### src/rtl/seg_display_driver.sv
// Multi-digit seven-segment driver.
// Takes a value over a valid/ready handshake and renders it as decimal (serial
// double-dabble) or hex on NUM_DIGITS active-low displays. It supports
// leading-zero blanking, overflow dashes and a blank override.
module seg_display_driver #(
   parameter int NUM_DIGITS = 8,
   parameter int VALUE_W    = 16,
   parameter bit BLANK_LEAD = 1'b1
) (
   input  logic                        clk,
   input  logic                        rst,
   input  logic                        in_valid,
   output logic                        in_ready,
   input  logic [VALUE_W-1:0]          in_value,
   input  logic                        hex_mode,
   input  logic                        blank_en,
   output logic                        busy,
   output logic [NUM_DIGITS-1:0][6:0]  digit
);

   localparam int NUM_NIBS = (VALUE_W + 3) / 4;
   localparam int PAD_N    = (NUM_NIBS > NUM_DIGITS) ? NUM_NIBS : NUM_DIGITS;
   localparam int BCD_W    = 4 * NUM_DIGITS;
   localparam int CNT_W    = (VALUE_W > 1) ? $clog2(VALUE_W) : 1;

   localparam logic [6:0] SEG_BLANK = 7'b1111111;
   localparam logic [6:0] SEG_DASH  = 7'b0111111;

   typedef enum logic [1:0] {S_IDLE, S_CONV, S_LOAD} state_t;

   state_t                        state_q, state_d;
   logic [VALUE_W-1:0]            shreg_q, shreg_d;
   logic                          hex_q, hex_d;
   logic [BCD_W-1:0]              bcd_q, bcd_d;
   logic                          ovf_q, ovf_d;
   logic [CNT_W-1:0]              cnt_q, cnt_d;
   logic [NUM_DIGITS-1:0][6:0]    img_q, img_d;
   logic [NUM_DIGITS-1:0][6:0]    digit_q, digit_d;

   logic [BCD_W-1:0]              bcd_adj;
   logic                          ovf_bit;
   logic [NUM_DIGITS-1:0][6:0]    image;
   logic [4*PAD_N-1:0]            pad;
   logic                          hex_ovf;
   logic                          seen_nz;
   logic                          present;
   logic [3:0]                    nib;

   // Nibble to gfedcba segment pattern, active low.
   function automatic logic [6:0] seg_code(input logic [3:0] n);
      case (n)
         4'h0:    seg_code = 7'b1000000;
         4'h1:    seg_code = 7'b1111001;
         4'h2:    seg_code = 7'b0100100;
         4'h3:    seg_code = 7'b0110000;
         4'h4:    seg_code = 7'b0011001;
         4'h5:    seg_code = 7'b0010010;
         4'h6:    seg_code = 7'b0000010;
         4'h7:    seg_code = 7'b1111000;
         4'h8:    seg_code = 7'b0000000;
         4'h9:    seg_code = 7'b0011000;
         4'hA:    seg_code = 7'b0001000;
         4'hB:    seg_code = 7'b0000011;
         4'hC:    seg_code = 7'b1000110;
         4'hD:    seg_code = 7'b0100001;
         4'hE:    seg_code = 7'b0000110;
         default: seg_code = 7'b0001110;
      endcase
   endfunction

   assign in_ready = (state_q == S_IDLE);
   assign busy     = (state_q != S_IDLE);
   assign digit    = digit_q;

   // Next-state logic: handshake, double-dabble step, and image capture in LOAD.
   always_comb begin
      // NOTE: every variable gets a default before the case so that no path
      // leaves a value unassigned, which would infer a latch.
      state_d = state_q;
      shreg_d = shreg_q;
      hex_d   = hex_q;
      bcd_d   = bcd_q;
      ovf_d   = ovf_q;
      cnt_d   = cnt_q;
      img_d   = img_q;
      bcd_adj = '0;
      ovf_bit = 1'b0;
      case (state_q)
         S_IDLE: begin
            if (in_valid) begin
               shreg_d = in_value;
               hex_d   = hex_mode;
               bcd_d   = '0;
               ovf_d   = 1'b0;
               cnt_d   = '0;
               state_d = hex_mode ? S_LOAD : S_CONV;
            end
         end
         S_CONV: begin
            for (int i = 0; i < NUM_DIGITS; i++) begin
               bcd_adj[i*4 +: 4] = (bcd_q[i*4 +: 4] >= 4'd5) ? bcd_q[i*4 +: 4] + 4'd3
                                                             : bcd_q[i*4 +: 4];
            end
            {ovf_bit, bcd_d, shreg_d} = {bcd_adj, shreg_q, 1'b0};
            ovf_d = ovf_q | ovf_bit;
            if (cnt_q == CNT_W'(VALUE_W - 1)) begin
               state_d = S_LOAD;
            end else begin
               cnt_d = cnt_q + CNT_W'(1);
            end
         end
         S_LOAD: begin
            img_d   = image;
            state_d = S_IDLE;
         end
         default: state_d = S_IDLE;
      endcase
   end

   // Display image from the converted digits or hex nibbles.
   // Applies leading-zero blanking and replaces the image with dashes on overflow.
   always_comb begin
      pad     = '0;
      pad[VALUE_W-1:0] = shreg_q;
      hex_ovf = 1'b0;
      seen_nz = 1'b0;
      present = 1'b0;
      nib     = 4'h0;
      image   = {NUM_DIGITS{SEG_BLANK}};
      for (int j = NUM_DIGITS; j < PAD_N; j++) begin
         if (pad[j*4 +: 4] != 4'h0) hex_ovf = 1'b1;
      end
      for (int i = NUM_DIGITS - 1; i >= 0; i--) begin
         present = hex_q ? (i < NUM_NIBS) : 1'b1;
         nib     = hex_q ? pad[i*4 +: 4] : bcd_q[i*4 +: 4];
         if (present && nib != 4'h0) seen_nz = 1'b1;
         if (!present || (BLANK_LEAD && !seen_nz && i != 0)) begin
            image[i] = SEG_BLANK;
         end else begin
            image[i] = seg_code(nib);
         end
      end
      if (hex_q ? hex_ovf : ovf_q) begin
         image = {NUM_DIGITS{SEG_DASH}};
      end
   end

   // Output stage: the blank override is applied on the registered path.
   always_comb begin
      digit_d = blank_en ? {NUM_DIGITS{SEG_BLANK}} : img_q;
   end

   // State registers with synchronous reset.
   always_ff @(posedge clk) begin
      // NOTE: sequential state uses non-blocking assignments only, so every
      // flop samples the pre-edge value of every other flop.
      if (rst) begin
         state_q <= S_IDLE;
         shreg_q <= '0;
         hex_q   <= 1'b0;
         bcd_q   <= '0;
         ovf_q   <= 1'b0;
         cnt_q   <= '0;
         img_q   <= {NUM_DIGITS{SEG_BLANK}};
         digit_q <= {NUM_DIGITS{SEG_BLANK}};
      end else begin
         state_q <= state_d;
         shreg_q <= shreg_d;
         hex_q   <= hex_d;
         bcd_q   <= bcd_d;
         ovf_q   <= ovf_d;
         cnt_q   <= cnt_d;
         img_q   <= img_d;
         digit_q <= digit_d;
      end
   end

endmodule
### config.mk
export PLATFORM = sky130hd
export DESIGN_NAME = seg_display_driver
export DESIGN_NICKNAME = d
export VERILOG_FILES = /design/src/rtl/seg_display_driver.sv
export SDC_FILE = /design/constraint.sdc
export NUM_CORES = 1
export LEC_CHECK = 0
export ABC_AREA = 0
export BUFFER_PORTS_ARGS = -buffer_cell sky130_fd_sc_hd__clkbuf_2
export CAP_MARGIN = 20
export CORE_UTILIZATION = 40
export CTS_CLUSTER_DIAMETER = 100
export DETAILED_ROUTE_END_ITERATION = 12
export PLACE_DENSITY_LB_ADDON = 0.05
export SYNTH_ARGS = -nofsm -noshare
export SYNTH_HDL_FRONTEND = slang
export SYNTH_SLANG_ARGS = --single-unit
### constraint.sdc
create_clock -name clk -period 2.6 [get_ports clk]
set_input_delay 0 -clock clk [delete_from_list [all_inputs] [get_ports clk]]
set_output_delay 0 -clock clk [all_outputs]
set_load 0.05 [all_outputs]
==> results.md <==
* Yosys warning count at 0
* Core area at 21020 µm²
* Fin area at 10250 µm²
* Fmax at 421.7 MHz
* CP startpoint: hex_q
* Part of the power in combinational logic at 0.091
* Synth Instances at 1014
* CTS sink count at 168
* Area growth, synth to finish at 19.47%
* Worst Skew at 0.01270 ns
* DR WL/cell at 15.51 µm
* Detail Placement HPWL at 15010 µm
* RR Endpoint: img_q[14]
* CTS Buf Count at 17
* Post-layout min period at 2.371 ns
* Switching share of total power at 0.2618
* Slowest CP cell: dfxtp_2
* First-pass GRT wire length at 35230 µm
* Critical Path RT at 2.90 ns
* Final TNS setup at 0 ns
* Post-synth top area cell: dfxtp_1
* DRC errors left at 0
* Critical path type: reg -> reg
* GR Util met1 at 0.3120
* Leakage at 4.006 nW
* Max-capacitance violation count at 0
* Cell Area, Synth at 8583 µm²
* Final GP Congestion at 0.8292
* TritonCTS clock tree: built
* RSZ-0062 raised after global routing: false
* Worst Setup End Kind: register
* Synth cell types at 64
* Synthesized Nets at 1091
* Share of the synthesized area in the top cell type at 0.3918
* Max clock buf depth at 2
* Reg2reg path depth at 8
* Placement Rows at 53
* Crit path depth at 8
* Mapped Avg Cell Area at 8.465 µm²
* Startpoint types: register
* Dpl cell area at 9454 µm²
* GRT busiest layer: met1
* Crit path cell chain: inv_2 > nand2_1 > ha_1 > and4_1 > a31oi_4 > nor3_4 > nor2_1 > a31oi_1
* Net Sw Power at 0.001558 W
* CP endpoint: img_q[14]
* Worst-skew pair later-pin latency at 0.43 ns
* Initial Util at 0.4083
* Peak fanout along the critical path at 16
* PwrDens at 580.4 nW/µm²
* Worst-Margin Slew at 0.9203 ns
* WHS at 0.07502 ns
* Synth Flop Type: dfxtp_1
* Via-to-Cell Ratio at 5.290
* Post-DRT Antenna Nets at 0
* Initial antenna violation count at 0
* Initial DRC Count at 427
* Reg clk slew, reported paths at 0.07 ns
* Clock Power Share at 0.456
* Count leader, synth: dfxtp_1
* CTS root buffer: clkbuf_16
* Die H at 148.5 µm
* Reg-to-reg startpoint: hex_q
* Number of global-route vias before repair at 6576
* Sequential-to-total area share from yosys stat at 0.3918
* Status: complete, no violations
* Ant. Diodes at 0
* Slew margin rel. at 0.3865
* GRT Util Overall at 0.2004
* Nets at 1185
* Die footprint at 22050 µm²
* Slowest stage delay, CP at 0.41 ns
* Tcrit/Tclk final at 0.9120
* H-tree levels at 4
* Final Hold Vio Count at 0
* Internal power at 0.004394 W
* Flop pwr share at 0.453
* Setup violators final at 0
* # IOs at 79
* Via count at 7379
* M3 GR Usage at 0.02577
* Setup bufs post-CTS at 0
* Buf/Inv on CP at 1
* Most frequent cells after synthesis: dfxtp_1 (168), nor2_1 (106), nand2_1 (96), a21oi_1 (61), or3_1 (57)
* GR Util met2 at 0.2818
* Number of I/O port buffers at 78
* Largest cells by area after synthesis: dfxtp_1 (39%), ha_1 (8.2%), nor2_1 (4.6%), nand2_1 (4.2%), or3_1 (4.2%)
* CP delay by family, top: simple AND/OR/NAND/NOR gates
* Share of layout cells above drive strength 1 at 0.1661
* Die X at 148.5 µm
* Worst vdd rail ir drop at 396.2 µV
* Drt pass-1 iters at 5
* EDFF count, synth at 0
* Final slew viol count at 0
* Gr ovfl total at 0
* Largest net degree at the start of global routing at 95
* Asr flop ratio synth at 0
* HP Class: in -> reg
* Critical Path AT at 2.67 ns
* Routed Wire Length at 21640 µm
* R2R setup slack at 0.23 ns
* Synthesis-stage register bit count at 168
sequential cells by signal (all words and copies together) (netlist names):
register and flops:
shreg_q 16, digit 56, hex_q 1, img_q 56, state_q 2, cnt_q 4, ovf_q 1, bcd_q 32
cell families (layout without fill, tap and decap cells):
logic type	Yosys count	after routing	synth area share
DFF	168	168	0.3918
muxes	36	36	0.04475
and+or+nand+nor	367	367	0.2086
adders and majority gates	56	56	0.08163
xor gates and xnor gates	20	20	0.02041
AOI/OAI and AO/OA	257	257	0.2004
buffers and inverters	110	216	0.05233
worst reg2reg max path: cells and delay by family (launching register included):
family | cells | cell delay [ns]
adders and majority gates | 1 | 0.23
buffers and inverters | 1 | 0.31
and+or+nand+nor | 4 | 0.87
DFF | 1 | 0.41
AOI/OAI and AO/OA | 2 | 0.43
layer usage:
| metal | up-vias | wire [µm] |
|---|---|---|
| met5 | - | 0 |
| met4 | 0 | 214 |
| met3 | 17 | 656 |
| met2 | 143 | 8875 |
| met1 | 3430 | 11890 |
| li1 | 3789 | - |
final cells by class:
class	instances	area, µm²
clock buffer	18	439.2
clock inverter	13	180.2
fill	2057	10770
inverter	39	146.4
multi-input combinational	736	4795
sequential	168	3364
tap	275	344.1
timing repair buffer	146	985.9
metrics by stage:
step / setup slack (ns) / power (W) / std cells / utilization
3_5_place_dp: 0.2029 / 0.003279 / 1346 / 0.4497
4_1_cts: 0.2054 / 0.005999 / 1395 / 0.4878
2_1_floorplan: 0.01901 / 0.003107 / 1014 / -
6_report: 0.2288 / 0.005952 / 1395 / 0.4878
5_1_grt: 0.04619 / 0.006166 / 1395 / 0.4878
3_3_place_gp: 0.2759 / 0.003278 / 1346 / 0.4497
cells in the final DEF, fill, tap and decap left out, types with 16 or more instances in the layout:
| cell | synthesis | final |
|---|---|---|
| dfxtp_1 | 168 | 167 |
| ha_1 | 56 | 56 |
| clkbuf_16 | 0 | 17 |
| a22oi_1 | 16 | 16 |
| xnor2_1 | 18 | 18 |
| clkbuf_2 | 0 | 77 |
| a311oi_1 | 17 | 17 |
| or3_1 | 57 | 57 |
| buf_4 | 1 | 48 |
| nand3_1 | 18 | 18 |
| inv_1 | 37 | 37 |
| o21ai_0 | 43 | 43 |
| nand2b_1 | 31 | 31 |
| mux2i_1 | 24 | 24 |
| o211ai_1 | 17 | 17 |
| nor3_1 | 23 | 23 |
| nand2_1 | 96 | 96 |
| a21oi_1 | 61 | 61 |
| nor2_1 | 106 | 105 |
| dlygate4sd3_1 | 0 | 18 |
repair_timing:
item,CTS,global route
setup endpoints to repair,0,1
hold endpoints to repair,21,0
resized for setup,0,1
hold buffers,18,0
how the worst min path moves through the flow:
| stage | depth (start not counted) | start | slack (ns) | to |
|---|---|---|---|---|
| 5_1_grt | 2 | rst | 0.09 | img_q[5] |
| 4_1_cts | 2 | rst | 0.07 | img_q[5] |
| 2_1_floorplan | 2 | hex_mode | 0.14 | hex_q |
| 6_report | 2 | rst | 0.08 | img_q[5] |
| 3_3_place_gp | 3 | in_value[0] | 0.25 | shreg_q[0] |
| 3_5_place_dp | 3 | in_value[0] | 0.25 | shreg_q[0] |
power by group through the flow:
stage          Combinational (W)  Sequential [W]  Clock (W)
2_1_floorplan           0.000356         0.00275          0
3_3_place_gp            0.000523         0.00275          0
3_5_place_dp            0.000524         0.00276          0
4_1_cts                 0.000547         0.00270    0.00276
5_1_grt                 0.000598         0.00270    0.00286
6_report                0.000543         0.00270    0.00271
Power figures use the tool's default switching activity.
